File: src/rtl/stopwatch_pkg.sv
// ---------------------------------------------------------------------------
// stopwatch_pkg
// Shared definitions for the stopwatch/timer block: controller state
// encoding, display digit widths, default parameter values and a small
// helper for sizing prescaler counters.
// No ports (package).
// ---------------------------------------------------------------------------
package stopwatch_pkg;

  typedef enum logic [1:0] {
    ST_PAUSE   = 2'd0,
    ST_RUN     = 2'd1,
    ST_ADJUST  = 2'd2,
    ST_EXPIRED = 2'd3
  } state_e;

  localparam int BCD_W = 4;   // one BCD digit 0..9
  localparam int M10_W = 4;   // minutes tens (up to 9)
  localparam int M1_W  = 4;   // minutes units
  localparam int S10_W = 3;   // seconds tens (0..5)
  localparam int S1_W  = 4;   // seconds units

  localparam int DEF_TICK_PER_SEC = 2;
  localparam int DEF_ADJ_TICKS    = 1;
  localparam int DEF_MIN_TENS_MAX = 5;

  // Width of a counter holding 0..n-1; never narrower than one bit so a
  // divide-by-one prescaler still has a legal vector.
  function automatic int cnt_width(input int n);
    return (n > 1) ? $clog2(n) : 1;
  endfunction

endpackage

File: src/rtl/stopwatch_timer_if.sv
// ---------------------------------------------------------------------------
// stopwatch_timer_if
// Groups the control inputs and display/status outputs of stopwatch_timer.
//   tick, clr, pause_tgl, mode, sel, adj : controls (driven by master)
//   m10, m1, s10, s1                     : BCD display digits
//   running, expired, wrap, blink        : status flags
// Modports: master (controller side), slave (stopwatch_timer side).
// ---------------------------------------------------------------------------
interface stopwatch_timer_if;
  import stopwatch_pkg::*;

  logic              tick;
  logic              clr;
  logic              pause_tgl;
  logic              mode;
  logic              sel;
  logic              adj;
  logic [M10_W-1:0]  m10;
  logic [M1_W-1:0]   m1;
  logic [S10_W-1:0]  s10;
  logic [S1_W-1:0]   s1;
  logic              running;
  logic              expired;
  logic              wrap;
  logic              blink;

  modport master (
    output tick, clr, pause_tgl, mode, sel, adj,
    input  m10, m1, s10, s1, running, expired, wrap, blink
  );

  modport slave (
    input  tick, clr, pause_tgl, mode, sel, adj,
    output m10, m1, s10, s1, running, expired, wrap, blink
  );

endinterface

File: src/rtl/bcd_mod_counter.sv
// ---------------------------------------------------------------------------
// bcd_mod_counter
// Two-digit BCD counter, units 0..9, tens 0..TENS_MAX. Rolls over in both
// directions (TENS_MAX9 -> 00 on inc, 00 -> TENS_MAX9 on dec).
//   clk, rst_n          : clock, async active-low reset
//   i_clr               : synchronous clear to 00 (wins over inc/dec)
//   i_inc, i_dec        : step up / step down (inc wins if both)
//   o_tens, o_units     : registered digits
//   o_carry, o_borrow   : the current value would roll over on an inc/dec;
//                         kept independent of i_inc/i_dec so a parent can
//                         chain counters without a combinational loop
// ---------------------------------------------------------------------------
module bcd_mod_counter
  import stopwatch_pkg::*;
#(
  parameter int TENS_MAX = 5,
  parameter int TENS_W   = 3
) (
  input  logic              clk,
  input  logic              rst_n,
  input  logic              i_clr,
  input  logic              i_inc,
  input  logic              i_dec,
  output logic [TENS_W-1:0] o_tens,
  output logic [BCD_W-1:0]  o_units,
  output logic              o_carry,
  output logic              o_borrow
);

  localparam logic [TENS_W-1:0] TENS_TOP = TENS_W'(TENS_MAX);

  logic [TENS_W-1:0] r_tens;
  logic [BCD_W-1:0]  r_units;
  logic [TENS_W-1:0] w_tens_nxt;
  logic [BCD_W-1:0]  w_units_nxt;

  // Next-value logic: clear, BCD increment or BCD decrement.
  always_comb begin
    w_tens_nxt  = r_tens;
    w_units_nxt = r_units;
    if (i_clr) begin
      w_tens_nxt  = {TENS_W{1'b0}};
      w_units_nxt = 4'd0;
    end else if (i_inc) begin
      if (r_units == 4'd9) begin
        w_units_nxt = 4'd0;
        if (r_tens == TENS_TOP) begin
          w_tens_nxt = {TENS_W{1'b0}};
        end else begin
          w_tens_nxt = r_tens + TENS_W'(1);
        end
      end else begin
        w_units_nxt = r_units + 4'd1;
      end
    end else if (i_dec) begin
      if (r_units == 4'd0) begin
        w_units_nxt = 4'd9;
        if (r_tens == {TENS_W{1'b0}}) begin
          w_tens_nxt = TENS_TOP;
        end else begin
          w_tens_nxt = r_tens - TENS_W'(1);
        end
      end else begin
        w_units_nxt = r_units - 4'd1;
      end
    end else begin
      w_tens_nxt  = r_tens;
      w_units_nxt = r_units;
    end
  end

  // Digit registers.
  always_ff @(posedge clk or negedge rst_n) begin
    if (!rst_n) begin
      r_tens  <= {TENS_W{1'b0}};
      r_units <= 4'd0;
    end else begin
      r_tens  <= w_tens_nxt;
      r_units <= w_units_nxt;
    end
  end

  assign o_tens   = r_tens;
  assign o_units  = r_units;
  assign o_carry  = (r_tens == TENS_TOP) && (r_units == 4'd9);
  assign o_borrow = (r_tens == {TENS_W{1'b0}}) && (r_units == 4'd0);

endmodule

File: src/rtl/stopwatch_timer.sv
// ---------------------------------------------------------------------------
// stopwatch_timer
// MM:SS stopwatch (count up) / countdown timer (count down) with a field
// adjust mode. States PAUSE, RUN, ADJUST, EXPIRED. Per-cycle input
// priority is clr > adj > pause_tgl > tick.
//   clk, rst_n : clock, async active-low reset (deassertion synchronised
//                by the integrating level)
//   bus        : stopwatch_timer_if.slave -- controls in, digits/status out
// Parameters: TICK_PER_SEC (ticks per count step), ADJ_TICKS (ticks per
// adjust increment), MIN_TENS_MAX (top minutes-tens digit).
// ---------------------------------------------------------------------------
module stopwatch_timer
  import stopwatch_pkg::*;
#(
  parameter int TICK_PER_SEC = DEF_TICK_PER_SEC,
  parameter int ADJ_TICKS    = DEF_ADJ_TICKS,
  parameter int MIN_TENS_MAX = DEF_MIN_TENS_MAX
) (
  input  logic             clk,
  input  logic             rst_n,
  stopwatch_timer_if.slave bus
);

  localparam int SEC_PW = cnt_width(TICK_PER_SEC);
  localparam int ADJ_PW = cnt_width(ADJ_TICKS);
  localparam logic [SEC_PW-1:0] SEC_LAST = SEC_PW'(TICK_PER_SEC - 1);
  localparam logic [ADJ_PW-1:0] ADJ_LAST = ADJ_PW'(ADJ_TICKS - 1);

  state_e            r_state;
  state_e            w_state_nxt;
  logic [SEC_PW-1:0] r_sec_pre;
  logic [SEC_PW-1:0] w_sec_pre_nxt;
  logic [ADJ_PW-1:0] r_adj_pre;
  logic [ADJ_PW-1:0] w_adj_pre_nxt;
  logic              r_wrap;
  logic              w_wrap_nxt;
  logic              r_blink;
  logic              w_blink_nxt;
  logic              r_running;
  logic              r_expired;

  logic              w_cnt_clr;
  logic              w_sec_inc;
  logic              w_sec_dec;
  logic              w_min_inc;
  logic              w_min_dec;
  logic              w_sec_carry;
  logic              w_sec_borrow;
  logic              w_min_carry;
  logic              w_min_borrow;
  logic [S10_W-1:0]  w_s10;
  logic [S1_W-1:0]   w_s1;
  logic [M10_W-1:0]  w_m10;
  logic [M1_W-1:0]   w_m1;
  logic              w_at_zero;
  logic              w_at_one_sec;

  bcd_mod_counter #(
    .TENS_MAX (5),
    .TENS_W   (S10_W)
  ) u_sec (
    .clk      (clk),
    .rst_n    (rst_n),
    .i_clr    (w_cnt_clr),
    .i_inc    (w_sec_inc),
    .i_dec    (w_sec_dec),
    .o_tens   (w_s10),
    .o_units  (w_s1),
    .o_carry  (w_sec_carry),
    .o_borrow (w_sec_borrow)
  );

  bcd_mod_counter #(
    .TENS_MAX (MIN_TENS_MAX),
    .TENS_W   (M10_W)
  ) u_min (
    .clk      (clk),
    .rst_n    (rst_n),
    .i_clr    (w_cnt_clr),
    .i_inc    (w_min_inc),
    .i_dec    (w_min_dec),
    .o_tens   (w_m10),
    .o_units  (w_m1),
    .o_carry  (w_min_carry),
    .o_borrow (w_min_borrow)
  );

  // 00:00 and 00:01 detection; a down step from 00:01 lands on zero.
  assign w_at_zero    = w_min_borrow && w_sec_borrow;
  assign w_at_one_sec = w_min_borrow && (w_s10 == 3'd0) && (w_s1 == 4'd1);

  // Next-state, prescaler and counter-enable logic.
  always_comb begin
    w_state_nxt   = r_state;
    w_sec_pre_nxt = r_sec_pre;
    w_adj_pre_nxt = r_adj_pre;
    w_wrap_nxt    = 1'b0;
    w_blink_nxt   = 1'b0;
    w_cnt_clr     = 1'b0;
    w_sec_inc     = 1'b0;
    w_sec_dec     = 1'b0;
    w_min_inc     = 1'b0;
    w_min_dec     = 1'b0;
    if (bus.clr) begin
      w_cnt_clr     = 1'b1;
      w_sec_pre_nxt = {SEC_PW{1'b0}};
      w_adj_pre_nxt = {ADJ_PW{1'b0}};
      w_state_nxt   = ST_PAUSE;
    end else begin
      case (r_state)
        ST_PAUSE: begin
          if (bus.adj) begin
            // Preloading the adjust prescaler makes the first tick count.
            w_state_nxt   = ST_ADJUST;
            w_adj_pre_nxt = ADJ_LAST;
          end else if (bus.pause_tgl) begin
            w_state_nxt = ST_RUN;
          end else begin
            w_state_nxt = ST_PAUSE;
          end
        end
        ST_RUN: begin
          if (bus.adj) begin
            w_state_nxt   = ST_ADJUST;
            w_adj_pre_nxt = ADJ_LAST;
          end else if (bus.pause_tgl) begin
            w_state_nxt = ST_PAUSE;
          end else if (bus.mode && w_at_zero) begin
            w_state_nxt = ST_EXPIRED;
          end else if (bus.tick) begin
            if (r_sec_pre == SEC_LAST) begin
              w_sec_pre_nxt = {SEC_PW{1'b0}};
              if (bus.mode) begin
                w_sec_dec = 1'b1;
                w_min_dec = w_sec_borrow;
                if (w_at_one_sec) begin
                  w_state_nxt = ST_EXPIRED;
                end else begin
                  w_state_nxt = ST_RUN;
                end
              end else begin
                w_sec_inc  = 1'b1;
                w_min_inc  = w_sec_carry;
                w_wrap_nxt = w_sec_carry && w_min_carry;
              end
            end else begin
              w_sec_pre_nxt = r_sec_pre + SEC_PW'(1);
            end
          end else begin
            w_state_nxt = ST_RUN;
          end
        end
        ST_ADJUST: begin
          if (!bus.adj) begin
            w_state_nxt   = ST_PAUSE;
            w_sec_pre_nxt = {SEC_PW{1'b0}};
            w_adj_pre_nxt = {ADJ_PW{1'b0}};
          end else if (bus.tick) begin
            w_blink_nxt = ~r_blink;
            if (r_adj_pre == ADJ_LAST) begin
              // Carry outputs are deliberately ignored: adjust wraps stay
              // within the selected field.
              w_adj_pre_nxt = {ADJ_PW{1'b0}};
              if (bus.sel) begin
                w_sec_inc = 1'b1;
              end else begin
                w_min_inc = 1'b1;
              end
            end else begin
              w_adj_pre_nxt = r_adj_pre + ADJ_PW'(1);
            end
          end else begin
            w_blink_nxt = r_blink;
          end
        end
        ST_EXPIRED: begin
          w_state_nxt = ST_EXPIRED;
        end
        default: begin
          w_state_nxt   = ST_PAUSE;
          w_cnt_clr     = 1'b1;
          w_sec_pre_nxt = {SEC_PW{1'b0}};
          w_adj_pre_nxt = {ADJ_PW{1'b0}};
        end
      endcase
    end
  end

  // State, prescaler and registered status outputs.
  always_ff @(posedge clk or negedge rst_n) begin
    if (!rst_n) begin
      r_state   <= ST_PAUSE;
      r_sec_pre <= {SEC_PW{1'b0}};
      r_adj_pre <= {ADJ_PW{1'b0}};
      r_wrap    <= 1'b0;
      r_blink   <= 1'b0;
      r_running <= 1'b0;
      r_expired <= 1'b0;
    end else begin
      r_state   <= w_state_nxt;
      r_sec_pre <= w_sec_pre_nxt;
      r_adj_pre <= w_adj_pre_nxt;
      r_wrap    <= w_wrap_nxt;
      r_blink   <= w_blink_nxt;
      r_running <= (w_state_nxt == ST_RUN);
      r_expired <= (w_state_nxt == ST_EXPIRED);
    end
  end

  assign bus.m10     = w_m10;
  assign bus.m1      = w_m1;
  assign bus.s10     = w_s10;
  assign bus.s1      = w_s1;
  assign bus.running = r_running;
  assign bus.expired = r_expired;
  assign bus.wrap    = r_wrap;
  assign bus.blink   = r_blink;

endmodule

File: src/flat_wrapper.sv
// flat-port wrapper written by rule: the top's interface ports become plain ports
module stopwatch_timer_flat import stopwatch_pkg::*;
#(
  parameter int TICK_PER_SEC = DEF_TICK_PER_SEC,
  parameter int ADJ_TICKS    = DEF_ADJ_TICKS,
  parameter int MIN_TENS_MAX = DEF_MIN_TENS_MAX
)
  (clk, rst_n, bus_tick, bus_clr, bus_pause_tgl, bus_mode, bus_sel, bus_adj, bus_m10, bus_m1, bus_s10, bus_s1, bus_running, bus_expired, bus_wrap, bus_blink);
  stopwatch_timer_if bus_i ();
  input  logic clk;
  input  logic rst_n;
  input wire logic [$bits(bus_i.tick)-1:0] bus_tick;
  input wire logic [$bits(bus_i.clr)-1:0] bus_clr;
  input wire logic [$bits(bus_i.pause_tgl)-1:0] bus_pause_tgl;
  input wire logic [$bits(bus_i.mode)-1:0] bus_mode;
  input wire logic [$bits(bus_i.sel)-1:0] bus_sel;
  input wire logic [$bits(bus_i.adj)-1:0] bus_adj;
  output wire logic [$bits(bus_i.m10)-1:0] bus_m10;
  output wire logic [$bits(bus_i.m1)-1:0] bus_m1;
  output wire logic [$bits(bus_i.s10)-1:0] bus_s10;
  output wire logic [$bits(bus_i.s1)-1:0] bus_s1;
  output wire logic [$bits(bus_i.running)-1:0] bus_running;
  output wire logic [$bits(bus_i.expired)-1:0] bus_expired;
  output wire logic [$bits(bus_i.wrap)-1:0] bus_wrap;
  output wire logic [$bits(bus_i.blink)-1:0] bus_blink;
  assign bus_i.tick = bus_tick;
  assign bus_i.clr = bus_clr;
  assign bus_i.pause_tgl = bus_pause_tgl;
  assign bus_i.mode = bus_mode;
  assign bus_i.sel = bus_sel;
  assign bus_i.adj = bus_adj;
  assign bus_m10 = bus_i.m10;
  assign bus_m1 = bus_i.m1;
  assign bus_s10 = bus_i.s10;
  assign bus_s1 = bus_i.s1;
  assign bus_running = bus_i.running;
  assign bus_expired = bus_i.expired;
  assign bus_wrap = bus_i.wrap;
  assign bus_blink = bus_i.blink;
  stopwatch_timer #(.TICK_PER_SEC(TICK_PER_SEC), .ADJ_TICKS(ADJ_TICKS), .MIN_TENS_MAX(MIN_TENS_MAX)) u_core (.clk(clk), .rst_n(rst_n), .bus(bus_i));
endmodule
File: config.mk
export PLATFORM = sky130hd
export DESIGN_NAME = stopwatch_timer_flat
export DESIGN_NICKNAME = d
export VERILOG_FILES = /design/src/rtl/stopwatch_pkg.sv /design/src/rtl/stopwatch_timer_if.sv /design/src/rtl/bcd_mod_counter.sv /design/src/rtl/stopwatch_timer.sv /design/src/flat_wrapper.sv
export SDC_FILE = /design/constraint.sdc
export NUM_CORES = 1
export LEC_CHECK = 0
export ABC_AREA = 1
export CORE_UTILIZATION = 54
export CTS_CLUSTER_DIAMETER = 120
export DETAILED_ROUTE_END_ITERATION = 10
export PLACE_DENSITY = 0.8
export SYNTH_ARGS = -nofsm -noshare
export SYNTH_HDL_FRONTEND = slang
export SYNTH_SLANG_ARGS = --single-unit
File: constraint.sdc
create_clock -name clk -period 2 [get_ports clk]
set_input_delay 0.2 -clock clk [delete_from_list [all_inputs] [get_ports clk]]
set_output_delay 0.2 -clock clk [all_outputs]
set_load 0.01 [all_outputs]
==> results of run 1 <==
cell type report:
class | instances | area [µm²]
Sequential cell | 22 | 551
Clock buffer | 4 | 36.3
Timing Repair Buffer | 35 | 328
Tap cell | 44 | 55.1
Multi-Input combinational cell | 201 | 1100
Inverter | 31 | 118
Fill cell | 277 | 888
cell families (layout without fill, tap and decap cells):
logic type / count (synthesis) / in the layout / share of synthesized area [%]
adder cells (fa/ha/maj): 4 / 4 / 2.82
XOR/XNOR: 6 / 6 / 2.96
flip-flops: 22 / 22 / 31.0
AO/OA/AOI/OAI: 30 / 30 / 10.1
buffers and inverters: 35 / 70 / 8.02
AND/OR/NAND/NOR: 161 / 161 / 45.1
layer usage:
metal	GRT usage, %	wire length [µm]	vias to the layer above
li1	-	-	912
met1	33.4	1980	766
met2	41.3	1780	37
met3	2.18	127	5
met4	6.80	38	0
met5	0	0	-
power by group:
group          internal [mW]  total (mW)  switching, mW
clock                  0.111       0.261          0.150
combinational          0.367       0.862          0.496
sequential             0.526       0.636          0.109
total                   1.00        1.76          0.755
sequential cells by signal, summed over array words and instances, names as in the netlist, 2 cells and up:
signal	flops
u_core.r_state	2
u_core.u_min.o_tens	4
u_core.u_sec.o_units	4
u_core.u_sec.o_tens	3
u_core.u_min.o_units	4
timing repair:
| item | CTS | global route |
|---|---|---|
| buffers inserted | 0 | 0 |
| endpoints found under the setup margin | 0 | 5 |
| resized for setup | 0 | 4 |
| hold buffers | 0 | 0 |
| hold endpoints to repair | 0 | 0 |
how the worst max path moves through the flow:
stage / from / to / slack (ns) / cells after the start
after floorplan: u_core.r_state[1]$_DFF_PN0_ / u_core.u_min.o_tens[3]$_DFFE_PN0P_ / 0.39 / 9
after global placement: bus_tick / u_core.u_sec.o_tens[2]$_DFFE_PN0P_ / 0.12 / 9
after detailed placement: bus_adj / u_core.u_sec.o_units[1]$_DFFE_PN0P_ / 0.08 / 8
after CTS: u_core.r_state[1]$_DFF_PN0_ / u_core.u_sec.o_units[1]$_DFFE_PN0P_ / 0.13 / 9
after global routing: u_core.r_state[1]$_DFF_PN0_ / u_core.u_sec.o_units[1]$_DFFE_PN0P_ / 0.005 / 9
final: u_core.u_sec.o_tens[1]$_DFFE_PN0P_ / u_core.u_sec.o_units[2]$_DFFE_PN0P_ / 0.19 / 8
layout by cell type, fill, tap and decap left out, types with 2 or more instances in the layout:
cell type        synthesis  layout
dfrtp_1                 22      22
nand2_2                  7       7
xor2_1                   5       5
nor3_1                   4       4
o21ai_1                  7       6
buf_4                    0       9
nand2_1                 70      70
a21oi_1                  5       5
nand3_2                  3       4
inv_1                   26      26
clkdlybuf4s50_1          0      26
clkbuf_4                 0       3
nor2_4                   4       4
nand3_1                 29      28
nor2_2                   2       2
a21oi_2                  2       2
nor2_1                  25      25
inv_2                    4       4
ha_1                     4       3
nand4_1                  7       7
or2_1                    2       2
o21ai_0                 11      11
nand2_4                  2       2
metrics by stage:
step / util (%) / worst slack, ns / power [mW] / cells / cell area [µm²]
6_report: 71.1 / 0.192 / 1.76 / 337 / 2190
5_1_grt: 71.1 / 0.00483 / 1.89 / 337 / 2190
4_1_cts: 70.6 / 0.133 / 1.75 / 337 / 2170
3_5_place_dp: 69.4 / 0.0799 / 1.49 / 333 / 2140
3_3_place_gp: 69.4 / 0.116 / 1.48 / 333 / 2140
2_1_floorplan: - / 0.393 / 1.19 / 258 / 1780
==> metrics.md, run 1 <==
| Metric | Value |
|---|---|
| Post-synth top cells | `70 x nand2_1, 29 x nand3_1, 26 x inv_1` |
| First-pass GRT wire length | `around 6600 µm` |
| Skew-Pair Late Insertion Delay | `~0.32 ns` |
| Gpl congestion | `roughly 0.87` |
| Vias in the first global route | `around 1500` |
| Clock Skew | `between 0.01 and 0.015 ns` |
| Mapped Area | `between 1500 and 2000 µm²` |
| Max Cap Viol | `0` |
| # port buffers | `26` |
| DRT antenna net count | `0` |
| CTS root buf | `clkbuf_4` |
| Fin crit period | `~1.8 ns` |
| Setup_tns | `0 ns` |
| CP cell instances | `nor2_1, nand2_2, nor2_4, nand3_4, nand3_1, nand2_1, buf_4, o22a_1` |
| Tcrit/Tclk final | `about 90%` |
| I/O pin total | `27` |
| Die Wd | `between 50 and 60 µm` |
| Num rows | `20` |
| Outcome | `finished clean` |
| Bufs and invs on worst path | `1` |
| DR pass1 iterations | `4` |
| R2r setup slk | `0.19 ns` |
| GRT Overall Usage | `roughly 24%` |
| Initial antenna violation count | `0` |
| Grt total ovfl | `0` |
| R2R Path Start | `u_core.u_sec.o_tens[1]$_DFFE_PN0P_` |
| # DRC | `0` |
| RSZ-0062 raised after global routing | `no` |
| CP max stage cell | `dfrtp_1` |
| Final HPWL DP | `roughly 3000 µm` |
| Register area share after synthesis | `roughly 31%` |
| Hold crit path type | `input pin to asynchronous set/reset pin` |
| Vias per cell | `slightly above 5` |
| Avg Cell Area, Syn | `just under 7 µm²` |
| Top-count cell post-synth | `nand2_1` |
| Post-synth EDFFs | `0` |
| Netlist cell types | `36` |
| Vias | `between 1500 and 2000` |
| Syn nets | `270` |
| Synth Warn # | `0` |
| Async SR Flop Fraction | `between 90% and 100%` |
| Max stage delay on crit path | `0.46 ns` |
| CTS Buf Count | `3` |
| Maximum root-to-sink buffer count | `2` |
| Cell family with most CP delay | `simple AND/OR/NAND/NOR gates` |
| Dominant cell type by area after synthesis | `dfrtp_1` |
| Final Slew Violations | `0` |
| Gate Count Post-Synth | `approximately 260` |
| CTS tree | `yes` |
| Worst hold slack | `between 0.15 and 0.2 ns` |
| Peak VDD IR | `roughly 0.46 mV` |
| Slew @ Worst Pin | `between 0.3 and 0.4 ns` |
| Worst EP arrival | `2.04 ns` |
| Critical path type | `register to register` |
| Initial core utilization | `57.8%` |
| Largest net degree at the start of global routing | `23` |
| Reg2reg end | `u_core.u_sec.o_units[2]$_DFFE_PN0P_` |
| Layout net count | `306` |
| # diodes | `0` |
| Dominant cells by area after synthesis | `dfrtp_1 31%, nand2_1 15%, nand3_1 8.2%, inv_1 5.5%, nor2_1 5.3%` |
| DRT iter0 DRCs | `55` |
| Critical Path RT | `between 2 and 2.5 ns` |
| Area added between synthesis and finish | `23.2%` |
| Die Y | `between 50 and 60 µm` |
| Post-synth top flop | `dfrtp_1` |
| H-tree levels | `1` |
| Crit. End Element | `register` |
| Clock Pin Slew Worst Setup and Hold Paths | `around 0.14 ns` |
| Hold Fails Final Rpt | `0` |
| Final WL | `3930 µm` |
| Crit Path Max Fanout | `7` |
| Pwr dens | `803 nW/µm²` |
| Slew margin rel. | `75.6%` |
| CTS Sinks | `22` |
| CP Launch Type | `register` |
| Core footprint | `3080 µm²` |
| Setup Viol. Count Final | `0` |
| DR WL/cell | `11.6 µm` |
| Depth of the most critical reg-to-reg path | `8` |
| Share of the synthesized area in the top cell type | `between 30% and 40%` |
| Pleak | `roughly 1.1 nW` |
| Layout cells sized above 1 | `between 10% and 20%` |
| Fmax | `~0.55 GHz` |
| Die area | `roughly 3500 µm²` |
| Number of synthesized register bits | `22` |
Note: power is estimated with default switching activity, not from simulation.
==> run 2: changes to the inputs <==
- SLEW_MARGIN: unset -> 20
==> results of run 2 <==
No change in the layout: final DEF, timing and power equal those of run 1.
